==> config.mk <==
export PLATFORM = sky130hd
export DESIGN_NAME = fetch_queue_flat
export DESIGN_NICKNAME = d
export VERILOG_FILES = /design/src/rtl/fetch_queue_if.sv /design/src/rtl/fetch_queue.sv /design/src/flat_wrapper.sv
export SDC_FILE = /design/constraint.sdc
export NUM_CORES = 1
export LEC_CHECK = 0
export BUFFER_PORTS_ARGS = -buffer_cell sky130_fd_sc_hd__buf_2
export CORE_AREA = 4 4 131 133
export CTS_CLUSTER_SIZE = 24
export DETAILED_ROUTE_END_ITERATION = 12
export DIE_AREA = 0 0 135 137
export PLACE_DENSITY = 0.78
export SETUP_SLACK_MARGIN = 0.3
export SYNTH_ARGS = -nofsm -noshare
export SYNTH_HDL_FRONTEND = slang
export SYNTH_SLANG_ARGS = --single-unit
==> constraint.sdc <==
create_clock -name clk -period 6.25 [get_ports clk]
set_input_delay 0.9375 -clock clk [delete_from_list [all_inputs] [get_ports clk]]
set_output_delay 0.9375 -clock clk [all_outputs]
set_load 0.01 [all_outputs]
==> src/rtl/fetch_queue_if.sv <==
// fetch_queue_if
//   Bundles the instruction-memory handshake, the redirect request and the
//   decode valid/ready interface of the fetch stage.
//   master : the fetch stage (drives imem_req/imem_addr and dec_*).
//   slave  : the environment (memory, branch unit and decode).
//   Signals:
//     imem_req, imem_addr      read request and word-aligned address
//     imem_ack, imem_rdata     one-cycle completion pulse and instruction word
//     redirect_valid/_pc       one-cycle flush-and-restart request
//     dec_valid/_instr/_pc     head entry of the fetch queue
//     dec_ready                decode accepts the head entry
interface fetch_queue_if;
  logic        imem_req;
  logic [31:0] imem_addr;
  logic        imem_ack;
  logic [31:0] imem_rdata;
  logic        redirect_valid;
  logic [31:0] redirect_pc;
  logic        dec_ready;
  logic        dec_valid;
  logic [31:0] dec_instr;
  logic [31:0] dec_pc;

  modport master (
    output imem_req, imem_addr, dec_valid, dec_instr, dec_pc,
    input  imem_ack, imem_rdata, redirect_valid, redirect_pc, dec_ready
  );

  modport slave (
    input  imem_req, imem_addr, dec_valid, dec_instr, dec_pc,
    output imem_ack, imem_rdata, redirect_valid, redirect_pc, dec_ready
  );
endinterface

==> src/rtl/fetch_queue.sv <==
// fetch_queue
//   Instruction fetch stage. Owns the PC, issues single outstanding word reads
//   to instruction memory and buffers {pc, instr} pairs in a QDEPTH-entry FIFO
//   that feeds decode. A redirect flushes the FIFO, reloads the PC and turns a
//   still-outstanding request into one whose response is thrown away.
//   Ports:
//     clk  rising-edge clock
//     rst  synchronous active-high reset
//     bus  fetch_queue_if.master (imem handshake, redirect, decode handshake)
module fetch_queue #(
  parameter logic [31:0] RESET_PC = 32'h0000_0000,
  parameter int          QDEPTH   = 2
) (
  input  logic             clk,
  input  logic             rst,
  fetch_queue_if.master    bus
);

  localparam int              PW        = (QDEPTH > 1) ? $clog2(QDEPTH) : 1;
  localparam int              CW        = PW + 1;
  localparam logic [CW-1:0]   DEPTH_C   = CW'(QDEPTH);
  localparam logic [31:0]     ALIGN_M   = 32'hFFFF_FFFC;
  localparam logic [31:0]     START_PC  = RESET_PC & ALIGN_M;
  localparam logic [31:0]     NOP_INSTR = 32'h0000_0013;

  typedef enum logic [1:0] {
    IDLE    = 2'd0,
    WAIT    = 2'd1,
    DISCARD = 2'd2
  } state_t;

  state_t          state_r;
  state_t          state_s;
  logic [31:0]     pc_r;
  logic [31:0]     addr_r;
  logic [31:0]     mem_instr_r [QDEPTH];
  logic [31:0]     mem_pc_r    [QDEPTH];
  logic [PW-1:0]   wr_ptr_r;
  logic [PW-1:0]   rd_ptr_r;
  logic [CW-1:0]   count_r;
  logic            issue_s;
  logic            push_s;
  logic            pop_s;
  logic            empty_s;

  assign empty_s = (count_r == {CW{1'b0}});

  // Next-state, issue and push decisions; redirect outranks everything else.
  always_comb begin
    state_s = state_r;
    issue_s = 1'b0;
    push_s  = 1'b0;
    case (state_r)
      IDLE: begin
        // Nothing is outstanding in IDLE, so count alone decides whether
        // there is room reserved for the response of a new request.
        if (bus.redirect_valid) begin
          state_s = IDLE;
        end else if (count_r < DEPTH_C) begin
          state_s = WAIT;
          issue_s = 1'b1;
        end else begin
          state_s = IDLE;
        end
      end
      WAIT: begin
        if (bus.redirect_valid) begin
          // A coincident ack completes the request, its data is dropped.
          if (bus.imem_ack) begin
            state_s = IDLE;
          end else begin
            state_s = DISCARD;
          end
        end else if (bus.imem_ack) begin
          state_s = IDLE;
          push_s  = 1'b1;
        end else begin
          state_s = WAIT;
        end
      end
      DISCARD: begin
        // Leave on the ack even if a further redirect arrives with it, so the
        // FSM never waits for a response that will not come.
        if (bus.imem_ack) begin
          state_s = IDLE;
        end else begin
          state_s = DISCARD;
        end
      end
      default: begin
        state_s = IDLE;
      end
    endcase
    pop_s = !empty_s && bus.dec_ready && !bus.redirect_valid;
  end

  // FSM state register.
  always_ff @(posedge clk) begin
    if (rst) begin
      state_r <= IDLE;
    end else begin
      state_r <= state_s;
    end
  end

  // PC, request address, FIFO pointers and occupancy.
  always_ff @(posedge clk) begin
    if (rst) begin
      pc_r     <= START_PC;
      addr_r   <= START_PC;
      wr_ptr_r <= {PW{1'b0}};
      rd_ptr_r <= {PW{1'b0}};
      count_r  <= {CW{1'b0}};
    end else begin
      if (bus.redirect_valid) begin
        pc_r <= bus.redirect_pc & ALIGN_M;
      end else if (push_s) begin
        pc_r <= pc_r + 32'd4;
      end
      // The address is latched at issue so it stays stable while pc moves
      // under a redirect during DISCARD.
      if (issue_s) begin
        addr_r <= pc_r;
      end
      if (bus.redirect_valid) begin
        wr_ptr_r <= {PW{1'b0}};
        rd_ptr_r <= {PW{1'b0}};
        count_r  <= {CW{1'b0}};
      end else begin
        if (push_s) begin
          wr_ptr_r <= wr_ptr_r + PW'(1);
        end
        if (pop_s) begin
          rd_ptr_r <= rd_ptr_r + PW'(1);
        end
        case ({push_s, pop_s})
          2'b10:   count_r <= count_r + CW'(1);
          2'b01:   count_r <= count_r - CW'(1);
          default: count_r <= count_r;
        endcase
      end
    end
  end

  // FIFO storage; an entry holds the fetched word and the PC it came from.
  always_ff @(posedge clk) begin
    if (rst) begin
      for (int i = 0; i < QDEPTH; i++) begin
        mem_instr_r[i] <= NOP_INSTR;
        mem_pc_r[i]    <= 32'h0000_0000;
      end
    end else if (push_s) begin
      mem_instr_r[wr_ptr_r] <= bus.imem_rdata;
      mem_pc_r[wr_ptr_r]    <= pc_r;
    end
  end

  assign bus.imem_req  = (state_r != IDLE);
  assign bus.imem_addr = addr_r;
  assign bus.dec_valid = !empty_s;
  assign bus.dec_instr = empty_s ? NOP_INSTR : mem_instr_r[rd_ptr_r];
  assign bus.dec_pc    = empty_s ? 32'h0000_0000 : mem_pc_r[rd_ptr_r];

endmodule

==> src/flat_wrapper.sv <==
// flat-port wrapper written by rule: the top's interface ports become plain ports
module fetch_queue_flat 
#(
  parameter logic [31:0] RESET_PC = 32'h0000_0000,
  parameter int          QDEPTH   = 2
)
  (clk, rst, bus_imem_req, bus_imem_addr, bus_dec_valid, bus_dec_instr, bus_dec_pc, bus_imem_ack, bus_imem_rdata, bus_redirect_valid, bus_redirect_pc, bus_dec_ready);
  fetch_queue_if bus_i ();
  input  logic clk;
  input  logic rst;
  output wire logic [$bits(bus_i.imem_req)-1:0] bus_imem_req;
  output wire logic [$bits(bus_i.imem_addr)-1:0] bus_imem_addr;
  output wire logic [$bits(bus_i.dec_valid)-1:0] bus_dec_valid;
  output wire logic [$bits(bus_i.dec_instr)-1:0] bus_dec_instr;
  output wire logic [$bits(bus_i.dec_pc)-1:0] bus_dec_pc;
  input wire logic [$bits(bus_i.imem_ack)-1:0] bus_imem_ack;
  input wire logic [$bits(bus_i.imem_rdata)-1:0] bus_imem_rdata;
  input wire logic [$bits(bus_i.redirect_valid)-1:0] bus_redirect_valid;
  input wire logic [$bits(bus_i.redirect_pc)-1:0] bus_redirect_pc;
  input wire logic [$bits(bus_i.dec_ready)-1:0] bus_dec_ready;
  assign bus_imem_req = bus_i.imem_req;
  assign bus_imem_addr = bus_i.imem_addr;
  assign bus_dec_valid = bus_i.dec_valid;
  assign bus_dec_instr = bus_i.dec_instr;
  assign bus_dec_pc = bus_i.dec_pc;
  assign bus_i.imem_ack = bus_imem_ack;
  assign bus_i.imem_rdata = bus_imem_rdata;
  assign bus_i.redirect_valid = bus_redirect_valid;
  assign bus_i.redirect_pc = bus_redirect_pc;
  assign bus_i.dec_ready = bus_dec_ready;
  fetch_queue #(.RESET_PC(RESET_PC), .QDEPTH(QDEPTH)) u_core (.clk(clk), .rst(rst), .bus(bus_i));
endmodule
-- After elaboration in Yosys (flattened, before gate mapping)
Memory sizes are Yosys's and may differ from the RTL's. A register that Yosys moved wholly into a read port is not among the register bits.
Index checks and enable logic that the tools add are counted.
W data, S select, Z words.
- RAM bits: 128
- input port bits: 69
- memories kept: 2
- register bits: 70
- mux-type cells: 32
- equal/unequal tests: 4
- reductions and logical operators: 12
- add/sub/neg operators: 5
- magnitude comparators: 1
- memory list (name ; depth ; bits a word ; rd ports ; clocked after memory_dff ; wr ports ; line ; RTL):
    u_core.mem_instr_r ; 2 ; 32 ; 1 ; 1 ; 2 ; fetch_queue.sv:36 ; logic [31:0] mem_instr_r [QDEPTH];
    u_core.mem_pc_r ; 2 ; 32 ; 1 ; 1 ; 2 ; fetch_queue.sv:37 ; logic [31:0] mem_pc_r [QDEPTH];
- operator list (operator ; count):
    $mux W32 ; 6
    $reduce_or A32 Y1 ; 2
    $add A32 B3 Y32 const B ; 1
    $mux W1 ; 21
    $mux W2 ; 3
    $pmux W2 S3 ; 1
    $reduce_bool A2 Y1 ; 3
    $eq A2 B1 Y1 const B ; 2
    $eq A2 B2 Y1 const B ; 2
    $logic_not A2 Y1 ; 2
    $pmux W2 S2 ; 1
    $add A1 B1 Y1 const B ; 2
    $add A2 B1 Y2 const B ; 1
    $logic_and A1 B1 Y1 ; 2
    $logic_not A1 Y1 ; 2
    $lt A2 B2 Y1 const B ; 1
    $reduce_or A2 Y1 ; 1
    $sub A2 B1 Y2 const B ; 1

-- Logic depth before layout (Yosys ltp)
Gate-level depths: netlist of run 1.
- depth in word-level cells: 8
- gate-level depth with buffers: 8

-- Least setup slack after synthesis of run 1
Ideal clock, no wire load.
- kind: in2reg
- from: in bus_redirect_valid
- to: mem u_core.mem_instr_r[0][0] (enable)
- cell stages on the path: 3
- path slack: 1514 ps
- buffers on the path: 2
- arrival: 4241 ps
- setup time: 495 ps
- cell sequence: clkbuf_1 > clkbuf_1 > o21bai_1
- RTL lines (element ; line ; RTL):
    start, declared ; flat_wrapper.sv:18 ; input wire logic [$bits(bus_i.redirect_valid)-1:0] bus_redirect_valid;
    end, declared ; fetch_queue.sv:36 ;

==> flow_summary.json, run 1 <==
{
  "vdd_ir_drop_max_mv": 0.174,
  "die_x_um": 135,
  "drv_cap": 0,
  "grt_pass1_wl_um": 30300,
  "finalSetupViolations": 0,
  "setup_tns_ps": 0,
  "dieHeight_um": 137,
  "worst_pin_slew_ps": 1160,
  "netlist_area_sq_mm": 0.00862,
  "rr_endpoint": "u_core.mem_pc_r[1][22]$_SDFFCE_PN0P_",
  "gr-usage-all-layers_pct": 20.9,
  "grt_start_max_net_pins": 65,
  "cts_inserted_buffers": 17,
  "cp.required_ps": 6320,
  "r2r_start": "u_core.state_r[0]$_SDFF_PP0_",
  "crit_start": "rst",
  "p_per_area_mw_per_mm2": 270,
  "synth-edff-count": 124,
  "post_cts_buffers": 0,
  "dp_slack_ps": 2610,
  "drive_gt1_share_pct": 22.7,
  "synthMuxAreaShare_pct": 7.32,
  "area_growth_pct": 17.7,
  "finClkSkew_ps": 7.15,
  "dp_hpwl_um": 11800,
  "synth_flop_cell": "edfxtp_1",
  "yosysSeqAreaShare_pct": 58.8,
  "clock.fmax_mhz": 318,
  "status": "complete, no violations",
  "reg2regPathDepth": 4,
  "cts_hold_buf": 0,
  "worst-path-buf-inv": 3,
  "cp_slowest_stage_delay_ps": 620,
  "die_area_sq_mm": 0.0185,
  "synth_compound_area_share_pct": 6.66,
  "htree_levels": 4,
  "crit_family": "simple AND/OR/NAND/NOR gates",
  "drt_iter0_drc": 405,
  "cts_tree": "yes",
  "crit_path_top_delay_cell": "or2_2",
  "netlist_instances": 795,
  "cp.depth": 6,
  "dp.cells": 1117,
  "cp.arrival_ps": 3220,
  "gp_congestion": 0.806,
  "relSlewSlack_pct": 22.8,
  "fin_util_pct": 64.1,
  "layout_min_cycle_time_ps": 3150,
  "vias_per_cell": 5.38,
  "wirelength_um": 19100,
  "nFillCells": 1250,
  "synth_xor_area_share_pct": 1.02,
  "grt_pass1_vias": 5939,
  "detail-route-antenna-nets": 0,
  "finalCritPeriodShare_pct": 50.4,
  "synth-seq-cells": 191,
  "hold_path.class": "reg -> reg",
  "avgSynthCellArea_sq_um": 10.8,
  "dr.pass1.iters": 5,
  "num_rows": 46,
  "crit_fanout": 64,
  "crit_path_end": "u_core.mem_pc_r[1][22]$_SDFFCE_PN0P_",
  "final_cells": 1149,
  "fin_nets": 991,
  "crit_path_end_kind": "register",
  "hold_violations": 0,
  "post_cts_resized": 0,
  "num_io_pins": 167,
  "cts_root_buffer": "clkbuf_16",
  "startpoint_type": "input pin",
  "synth_top_family_by_area": "simple AND/OR/NAND/NOR gates",
  "ys_async_sr_fraction_pct": 0,
  "cts_sinks": 191,
  "grt-ovfl-total": 0,
  "synthSimpleGateAreaFrac_pct": 22.3,
  "vias": 6176,
  "cts_buffer_depth": 2,
  "path_clk_slew_ps": 70,
  "core_sq_mm": 0.0158,
  "slew_viol_final": 0,
  "port_buffers": 160,
  "p_leak_nw": 3.84,
  "yosysWarnings": 0,
  "synth_adder_area_share_pct": 0.290,
  "crit_chain": "buf_2 -> buf_4 -> or2_2 -> nor3_2 -> or2_2 -> buf_4",
  "critPathKind": "in -> reg",
  "setup_slack_ps": 3100,
  "antenna_found_initial": 0,
  "rsz0062_at_grt": "false",
  "diodes": 0,
  "drc": 0,
  "initial_core_util_pct": 54.4,
  "routedWlPerCell_um": 16.6,
  "clock_latency_ps": 430,
  "synth.distinct_cells": 46,
  "ff2ff_setup_slack_ps": 3820
}
[worst register-to-register path, stage by stage (launching register included)]
cell	delay, ps
dfxtp_1	490
nand3b_4	190
nor3_2	210
or2_2	620
buf_4	550
[flip-flops by register name (all words and copies together), names as in the netlist, named ones only]
signal and cells:
u_core.bus.imem_addr 30, u_core.wr_ptr_r 1, u_core.mem_instr_r 64, u_core.count_r 2, u_core.rd_ptr_r 1, u_core.state_r 2
u_core.pc_r 30, u_core.mem_pc_r 60
[synthesized netlist by cell type (all sizes together), types with 10 or more instances]
cell type | instances | area, sq um
nand3 | 11 | 60.1
and2 | 112 | 701
clkbuf | 51 | 191
o31ai | 11 | 82.6
a311oi | 16 | 140
mux2i | 63 | 631
nor3 | 10 | 50.1
nor2 | 96 | 360
edfxtp | 124 | 3720
nand2 | 79 | 297
buf | 12 | 86.3
dfxtp | 67 | 1340
or4 | 15 | 120
a21oi | 36 | 180
[cell usage in the layout, fill, tap and decap left out, types with 5 or more instances in the layout]
master       n
a211oi_1     8
inv_6        5
nand3_1     10
nand4_1      7
a311oi_1    16
inv_1        7
edfxtp_1   124
nand2_1     79
xnor2_1      6
buf_2      160
a21oi_1     36
and2_1     112
or4_1       13
o21ai_0      9
or3_1        9
mux2i_1     63
nor2_1      94
clkbuf_16   20
nor4_1       9
dfxtp_1     66
nor3_1       8
buf_4        6
o31ai_1     11
[final cells by class]
class | instances | area (sq um) | share of cell area, %
inverters | 8 | 30.0 | 0.296
repair buffers | 166 | 846 | 8.34
multi-input cells | 536 | 3290 | 32.4
flip-flops and latches | 191 | 5070 | 50.0
clock inverters | 12 | 139 | 1.37
clock buffers | 20 | 500 | 4.93
well taps | 216 | 270 | 2.66
[metrics by stage]
step / power, mW / hold WS (ps) / instance area, sq um
detailed placement: 1.61 / 444 / 9510
global placement: 1.61 / 443 / 9510
finish: 2.74 / 453 / 10100
CTS: 2.75 / 454 / 10100
global route: 2.83 / 481 / 10100
floorplan: 1.55 / 436 / 8630
[where the power goes]
part | total (mW) | internal, mW | leakage (nW) | switching (mW)
combinational | 0.152 | 0.0573 | 1.71 | 0.0950
clock | 1.15 | 0.669 | 0.312 | 0.481
sequential | 1.43 | 1.39 | 1.82 | 0.0414
[how the worst min path moves through the flow]
stage | end | slack [ps] | cells after the start | start
after floorplan | u_core.wr_ptr_r$_SDFFE_PP0P_ | 440 | 2 | u_core.wr_ptr_r$_SDFFE_PP0P_
after global placement | u_core.wr_ptr_r$_SDFFE_PP0P_ | 440 | 2 | u_core.wr_ptr_r$_SDFFE_PP0P_
after detailed placement | u_core.bus.imem_addr[27]$_SDFFE_PP0P_ | 440 | 2 | u_core.bus.imem_addr[27]$_SDFFE_PP0P_
after CTS | u_core.bus.imem_addr[27]$_SDFFE_PP0P_ | 450 | 2 | u_core.bus.imem_addr[27]$_SDFFE_PP0P_
after global routing | u_core.bus.imem_addr[3]$_SDFFE_PP0P_ | 480 | 2 | u_core.bus.imem_addr[3]$_SDFFE_PP0P_
final | u_core.bus.imem_addr[27]$_SDFFE_PP0P_ | 450 | 2 | u_core.bus.imem_addr[27]$_SDFFE_PP0P_
[logic make-up after synthesis]
logic type	count (synthesis)
buffers and inverters	71
and+or+nand+nor	369
muxes	63
xor gates and xnor gates	10
other	1
DFF	191
adders and majority gates	2
AOI/OAI and AO/OA	88
[per-layer routing]
| metal | GRT usage (%) | wire length (um) | up-vias |
|---|---|---|---|
| met3 | 4.26 | 1110 | 23 |
| met5 | 0 | 0 | - |
| met1 | 28.1 | 8610 | 2916 |
| met2 | 34.4 | 9100 | 186 |
| li1 | - | - | 3051 |
| met4 | 6.83 | 291 | 0 |
Power figures use the tool's default switching activity.
==> inputs of run 2 (changes only) <==
--- a/config.mk
+++ b/config.mk
@@ -5,12 +5,13 @@
 export SDC_FILE = /design/constraint.sdc
 export NUM_CORES = 1
 export LEC_CHECK = 0
+export ABC_AREA = 1
 export BUFFER_PORTS_ARGS = -buffer_cell sky130_fd_sc_hd__buf_2
-export CORE_AREA = 4 4 131 133
+export CORE_AREA = 4 4 130 132
 export CTS_CLUSTER_SIZE = 24
 export DETAILED_ROUTE_END_ITERATION = 12
-export DIE_AREA = 0 0 135 137
-export PLACE_DENSITY = 0.78
+export DIE_AREA = 0 0 134 136
+export PLACE_DENSITY = 0.8
 export SETUP_SLACK_MARGIN = 0.3
 export SYNTH_ARGS = -nofsm -noshare
 export SYNTH_HDL_FRONTEND = slang
==> constraint.sdc (replaced) <==
create_clock -name clk -period 3.06 [get_ports clk]
set_input_delay 0.459 -clock clk [delete_from_list [all_inputs] [get_ports clk]]
set_output_delay 0.459 -clock clk [all_outputs]
set_load 0.01 [all_outputs]
==> flow_summary.json, run 2 <==
{
  "rsz0062_at_grt": "false",
  "relSlewSlack_pct": 53.7,
  "grt_start_max_net_pins": 63,
  "num_io_pins": 167,
  "reg2regPathDepth": 10,
  "initial_core_util_pct": 55.4,
  "p_leak_nw": 4.29,
  "gr-usage-all-layers_pct": 23.4,
  "critPathKind": "reg -> out",
  "hold_path.class": "in -> reg",
  "ys_async_sr_fraction_pct": 0,
  "startpoint_type": "register",
  "fin_nets": 1236,
  "placed_cell_area_sq_mm": 0.00970,
  "switching_share_pct": 22.6,
  "rr_endpoint": "u_core.count_r[1]$_SDFFE_PP0P_",
  "finalSetupViolations": 0,
  "hold_depth": 3,
  "layout_min_cycle_time_ps": 2420,
  "antenna_found_initial": 0,
  "finClkSkew_ps": 7.01,
  "vias_per_cell": 5.21,
  "power_switching_mw": 1.27,
  "nFillCells": 1295,
  "synth.distinct_cells": 33,
  "cp.arrival_ps": 1960,
  "final_cells": 1394,
  "cts_sinks": 191,
  "worst_pin_slew_ps": 695,
  "routedWlPerCell_um": 15.3,
  "synth-seq-cells": 191,
  "dieHeight_um": 136,
  "power_frac_clock_pct": 40.2,
  "drv_cap": 0,
  "post_cts_resized": 0,
  "die_x_um": 134,
  "core_sq_mm": 0.0157,
  "dr.pass1.iters": 6,
  "dp.cells": 1362,
  "internal-power_mw": 4.34,
  "slew_viol_final": 0,
  "yosysWarnings": 0,
  "clock_latency_ps": 430,
  "post_cts_buffers": 0,
  "crit_fanout": 34,
  "cts_buffer_depth": 2,
  "yosys.area.top_type": "edfxtp_1",
  "netlist_area_sq_mm": 0.00870,
  "ff2ff_setup_slack_ps": 1000,
  "htree_levels": 4,
  "detail-route-antenna-nets": 0,
  "cts_hold_buf": 0,
  "grt-ovfl-total": 0,
  "power_mw": 5.61,
  "min_from": "bus_redirect_pc[6]",
  "hold_violations": 0,
  "drc": 0,
  "wirelength_um": 21300,
  "layout_common_cells": "nand2_1 (255), nor2_1 (165), buf_2 (160), edfxtp_1 (124), a21oi_1 (114)",
  "cp.required_ps": 2600,
  "cts_inserted_buffers": 17,
  "p_per_area_mw_per_mm2": 544,
  "cts_root_buffer": "clkbuf_16",
  "layout_commonest_cell": "nand2_1",
  "dp_hpwl_um": 14100,
  "gp_congestion": 0.930,
  "synth.most_common_cell": "nand2_1",
  "status": "complete, no violations",
  "pwr-share-seq_pct": 52.2,
  "grt_pass1_vias": 6703,
  "synth_top_area_share_pct": 42.8,
  "synth-edff-count": 124,
  "min_to": "u_core.pc_r[6]$_SDFFE_PP0P_",
  "vias": 7267,
  "drt_iter0_drc": 624,
  "grt_pass1_wl_um": 33500,
  "synth_area_leaders": "edfxtp_1 (43%), dfxtp_1 (15%), nand2_1 (11%)",
  "top_register": "u_core.mem_instr_r",
  "vdd_ir_drop_max_mv": 0.374,
  "synth_flop_cell": "edfxtp_1",
  "avgSynthCellArea_sq_um": 8.51,
  "comb_power_share_pct": 7.7,
  "clock.fmax_mhz": 414,
  "cts_tree": "yes",
  "port_buffers": 160,
  "diodes": 0,
  "path_clk_slew_ps": 70,
  "r2r_start": "u_core.count_r[1]$_SDFFE_PP0P_",
  "finalCritPeriodShare_pct": 79.0,
  "crit_path_end_kind": "output port",
  "fin_area_sq_mm": 0.0103,
  "largest_register_ffs": 64,
  "area_growth_pct": 18.5,
  "yosysSeqAreaShare_pct": 58.2,
  "setup_tns_ps": 0,
  "netlist_instances": 1023,
  "die_area_sq_mm": 0.0182,
  "num_rows": 46,
  "drive_gt1_share_pct": 19.9,
  "synth_common_cells": "nand2_1 (257), nor2_1 (166), edfxtp_1 (124)",
  "largestRegisters": "u_core.mem_instr_r: 64 flops, u_core.mem_pc_r: 60 flops"
}
-- run 2: changes by cell type in the layout (fill, tap and decap cells not counted), moves of 16 or more --
| cell | previous run | this run |
|---|---|---|
| a311oi_1 | 16 | 0 |
| nor2_1 | 94 | 165 |
| a21oi_1 | 36 | 114 |
| and2_1 | 112 | 0 |
| inv_1 | 7 | 92 |
| nand2_1 | 79 | 255 |
| mux2i_1 | 63 | 0 |
| nand3_1 | 10 | 40 |
| o21ai_0 | 9 | 48 |
-- run 2: cell type report --
type                            count  area (sq um)  area share (%)
Multi-Input combinational cell    679          3030            29.4
Timing Repair Buffer              176           958            9.30
Tap cell                          216           270            2.62
Sequential cell                   191          5070            49.1
Inverter                          100           375            3.64
Clock inverter                      8          97.6           0.946
Clock buffer                       24           512            4.96
-- run 2: worst max path at each step --
stage / startpoint / endpoint / slack [ps] / cells after the start
6_report: u_core.count_r[1]$_SDFFE_PP0P_ / bus_dec_pc[5] / 640 / 5
5_1_grt: u_core.count_r[1]$_SDFFE_PP0P_ / bus_dec_instr[10] / 530 / 5
4_1_cts: u_core.count_r[1]$_SDFFE_PP0P_ / bus_dec_pc[5] / 650 / 5
3_5_place_dp: rst / u_core.mem_instr_r[1][9]$_SDFFCE_PN0P_ / 590 / 4
3_3_place_gp: rst / u_core.mem_instr_r[1][9]$_SDFFCE_PN0P_ / 620 / 7
2_1_floorplan: bus_redirect_valid / u_core.mem_instr_r[1][0]$_SDFFCE_PN1P_ / 560 / 7
-- run 2: per-stage QoR --
| step | worst slack (ps) | hold slack, ps | util (%) |
|---|---|---|---|
| 6_report | 644 | 254 | 65.6 |
| 5_1_grt | 534 | 278 | 65.6 |
| 4_1_cts | 645 | 241 | 65.6 |
| 3_5_place_dp | 589 | 455 | 61.7 |
| 3_3_place_gp | 620 | 449 | 61.7 |
| 2_1_floorplan | 559 | 439 | - |
-- run 2: logic make-up (layout without fill, tap and decap cells) --
logic type                 after synthesis  in the layout  synth area share [%]
and+or+nand+nor                        489            489                  23.0
DFF                                    191            191                  58.2
AOI/OAI and AO/OA                      175            175                  10.3
buffers and inverters                  156            308                  7.26
xor gates and xnor gates                 9              9                 0.906
adders and majority gates                2              2                 0.287
other                                    1              4                0.0431
-- run 2: power groups by stage --
stage               combinational [mW]  sequential (mW)  clock, mW
floorplan                        0.247             2.99          0
global placement                 0.421             2.98          0
detailed placement               0.428             2.98          0
CTS                              0.431             2.93       2.26
global route                     0.480             2.94       2.36
finish                           0.431             2.93       2.25
-- run 2: worst max-delay path, cell delays in order, from the launching register on --
cell     delay (ps)
dfxtp_1         380
nor2_4          120
buf_4           300
buf_4           420
a21oi_1         130
buf_2           170
-- run 2: routing by layer --
metal | vias to the layer above | part of all wire, % | track usage [%]
li1 | 3593 | - | -
met1 | 3309 | 43 | 31.6
met2 | 314 | 47 | 37.1
met3 | 51 | 7.6 | 4.55
met4 | 0 | 2.8 | 9.94
met5 | - | 0 | 0
==> inputs of run 3 (changes only) <==
--- a/config.mk
+++ b/config.mk
@@ -5,13 +5,13 @@
 export SDC_FILE = /design/constraint.sdc
 export NUM_CORES = 1
 export LEC_CHECK = 0
-export ABC_AREA = 1
+export ABC_AREA = 0
 export BUFFER_PORTS_ARGS = -buffer_cell sky130_fd_sc_hd__buf_2
-export CORE_AREA = 4 4 130 132
+export CORE_AREA = 4 4 137 139
 export CTS_CLUSTER_SIZE = 24
 export DETAILED_ROUTE_END_ITERATION = 12
-export DIE_AREA = 0 0 134 136
-export PLACE_DENSITY = 0.8
+export DIE_AREA = 0 0 141 143
+export PLACE_DENSITY = 0.75
 export SETUP_SLACK_MARGIN = 0.3
 export SYNTH_ARGS = -nofsm -noshare
 export SYNTH_HDL_FRONTEND = slang
==> constraint.sdc (replaced) <==
create_clock -name clk -period 2.06 [get_ports clk]
set_input_delay 0.309 -clock clk [delete_from_list [all_inputs] [get_ports clk]]
set_output_delay 0.309 -clock clk [all_outputs]
set_load 0.01 [all_outputs]
==> flow_summary.json, run 3 (synthesis results as in run 1) <==
{
  "top_register": "u_core.mem_instr_r",
  "port_buffers": 160,
  "worst_pin_slew_ps": 730,
  "vias": 6950,
  "status": "complete, no violations",
  "grt_pass1_wl_um": 35900,
  "vias_per_cell": 5.52,
  "clock_latency_ps": 430,
  "dp.cells": 1175,
  "drc": 0,
  "worst-path-buf-inv": 1,
  "layout_min_cycle_time_ps": 2000,
  "finClkSkew_ps": 8.60,
  "cp.arrival_ps": 2340,
  "initial_core_util_pct": 48.8,
  "min_from": "bus_redirect_pc[8]",
  "die_area_sq_mm": 0.0202,
  "cp_slowest_stage_delay_ps": 580,
  "startpoint_type": "register",
  "gr-usage-all-layers_pct": 23.1,
  "cts_tree": "yes",
  "layout_common_cells": "buf_2 (127), edfxtp_1 (124), and2_1 (112), nand2_1 (76)",
  "clock.fmax_mhz": 501,
  "reg2regPathDepth": 5,
  "crit_family": "simple AND/OR/NAND/NOR gates",
  "cp_common_cell": "or4_4",
  "wirelength_um": 24100,
  "grt_start_max_net_pins": 64,
  "p_per_area_mw_per_mm2": 670,
  "relSlewSlack_pct": 51.2,
  "dieHeight_um": 143,
  "gp_congestion": 0.823,
  "cts_buffer_depth": 2,
  "layout_commonest_cell": "buf_2",
  "grt-ovfl-total": 0,
  "hold_ws_ps": 117,
  "finalSetupViolations": 0,
  "final_cells": 1258,
  "num_io_pins": 167,
  "crit_start": "u_core.pc_r[4]$_SDFFE_PP0P_",
  "rr_endpoint": "u_core.pc_r[25]$_SDFFE_PP0P_",
  "dp_hpwl_um": 13400,
  "slew_viol_final": 0,
  "drv_cap": 0,
  "detail-route-antenna-nets": 0,
  "dr.pass1.iters": 6,
  "num_rows": 49,
  "hold_path.class": "in -> reg",
  "htree_levels": 4,
  "hold_violations": 0,
  "die_x_um": 141,
  "area_growth_pct": 43.5,
  "p_leak_nw": 4.64,
  "largest_register_ffs": 64,
  "crit_path_top_delay_cell": "or4_4",
  "finalCritPeriodShare_pct": 96.9,
  "hold_depth": 3,
  "core_sq_mm": 0.0177,
  "crit_path_end_kind": "register",
  "routedWlPerCell_um": 19.2,
  "min_to": "u_core.pc_r[8]$_SDFFE_PP0P_",
  "critPathKind": "reg -> reg",
  "cts_inserted_buffers": 17,
  "diodes": 0,
  "vdd_ir_drop_max_mv": 0.588,
  "fin_nets": 1087,
  "cp.required_ps": 2410,
  "rsz0062_at_grt": "true",
  "drt_iter0_drc": 394,
  "largestRegisters": "u_core.mem_instr_r: 64 flops, u_core.mem_pc_r: 60 flops",
  "crit_chain": "nand4_1 -> buf_6 -> or4_4 -> or4_4 -> a311oi_2",
  "antenna_found_initial": 0,
  "crit_fanout": 6,
  "grt_pass1_vias": 6719,
  "ff2ff_setup_slack_ps": 60,
  "cts_root_buffer": "clkbuf_16",
  "cts_sinks": 191,
  "drive_gt1_share_pct": 41.6,
  "r2r_start": "u_core.pc_r[4]$_SDFFE_PP0P_",
  "path_clk_slew_ps": 80
}
run 3: changes by cell type in the layout (fill, tap and decap cells not counted), moves of 21 or more:
cell / delta
o21ai_0: -39
nor2_4: +32
mux2i_1: +26
buf_6: +46
mux2i_4: +22
nand3_1: -31
and2_1: +112
buf_4: +41
inv_1: -86
a21oi_1: -78
buf_2: -33
dfxtp_1: -21
nor2_1: -111
nand2_1: -179
run 3: worst max-delay path by stage:
| stage | endpoint | slack [ps] | cells after the start |
|---|---|---|---|
| final | u_core.pc_r[25]$_SDFFE_PP0P_ | 60 | 5 |
| after global routing | u_core.pc_r[25]$_SDFFE_PP0P_ | 4 | 5 |
| after CTS | u_core.pc_r[25]$_SDFFE_PP0P_ | 70 | 4 |
| after detailed placement | u_core.pc_r[17]$_SDFFE_PP0P_ | -20 | 5 |
| after global placement | u_core.pc_r[25]$_SDFFE_PP0P_ | 20 | 5 |
| after floorplan | u_core.mem_instr_r[0][0]$_SDFFCE_PN1P_ | -80 | 4 |
run 3: per-layer routing:
| metal | up-vias | part of all wire [%] | track usage (%) | wire length (um) |
|---|---|---|---|---|
| li1 | 3269 | - | - | - |
| met1 | 3350 | 41 | 29.8 | 9780 |
| met2 | 278 | 50 | 38.7 | 12100 |
| met3 | 53 | 6.7 | 4.72 | 1630 |
| met4 | 0 | 2.7 | 8.77 | 653 |
| met5 | - | 0 | 0 | 0 |
run 3: cell type report:
| class | count | area (sq um) |
|---|---|---|
| fill | 1221 | 5290 |
| inverter | 8 | 30.0 |
| tap | 229 | 287 |
| clock inverter | 14 | 139 |
| timing repair buffer | 258 | 2250 |
| sequential | 191 | 5110 |
| clock buffer | 18 | 450 |
| multi-input combinational | 540 | 4090 |
run 3: where the power goes:
part           leakage, nW  switching, mW  total [mW]  internal (mW)
sequential            1.83          0.108        4.33           4.22
clock                0.293           1.53        3.22           1.69
combinational         2.51          0.421       0.740          0.319
run 3: worst reg2reg max path: cells and delay by family (launching register included):
family	cells	cell delay (ps)
compound gates	1	200
flops	1	330
simple gates	3	1230
buf+inv	1	150
run 3: repair_timing:
item	in CTS	in global routing
hold buffers	0	0
gates resized for setup	95	151
gates cloned	15	1
setup buffers	29	6
pin swaps	52	24
setup endpoints to repair	140	151
run 3: through the flow:
stage / utilization, % / setup WS, ps / area, sq um / TNS [ps] / power, mW
finish: 70.0 / 63.2 / 12400 / 0 / 8.29
global route: 70.0 / 4.49 / 12400 / 0 / 8.58
CTS: 65.5 / 74.7 / 11600 / 0 / 8.23
detailed placement: 56.7 / -24.9 / 10000 / -46.0 / 4.98
global placement: 56.7 / 23.2 / 10000 / 0 / 4.96
floorplan: - / -84.8 / 8780 / -10280 / 4.70
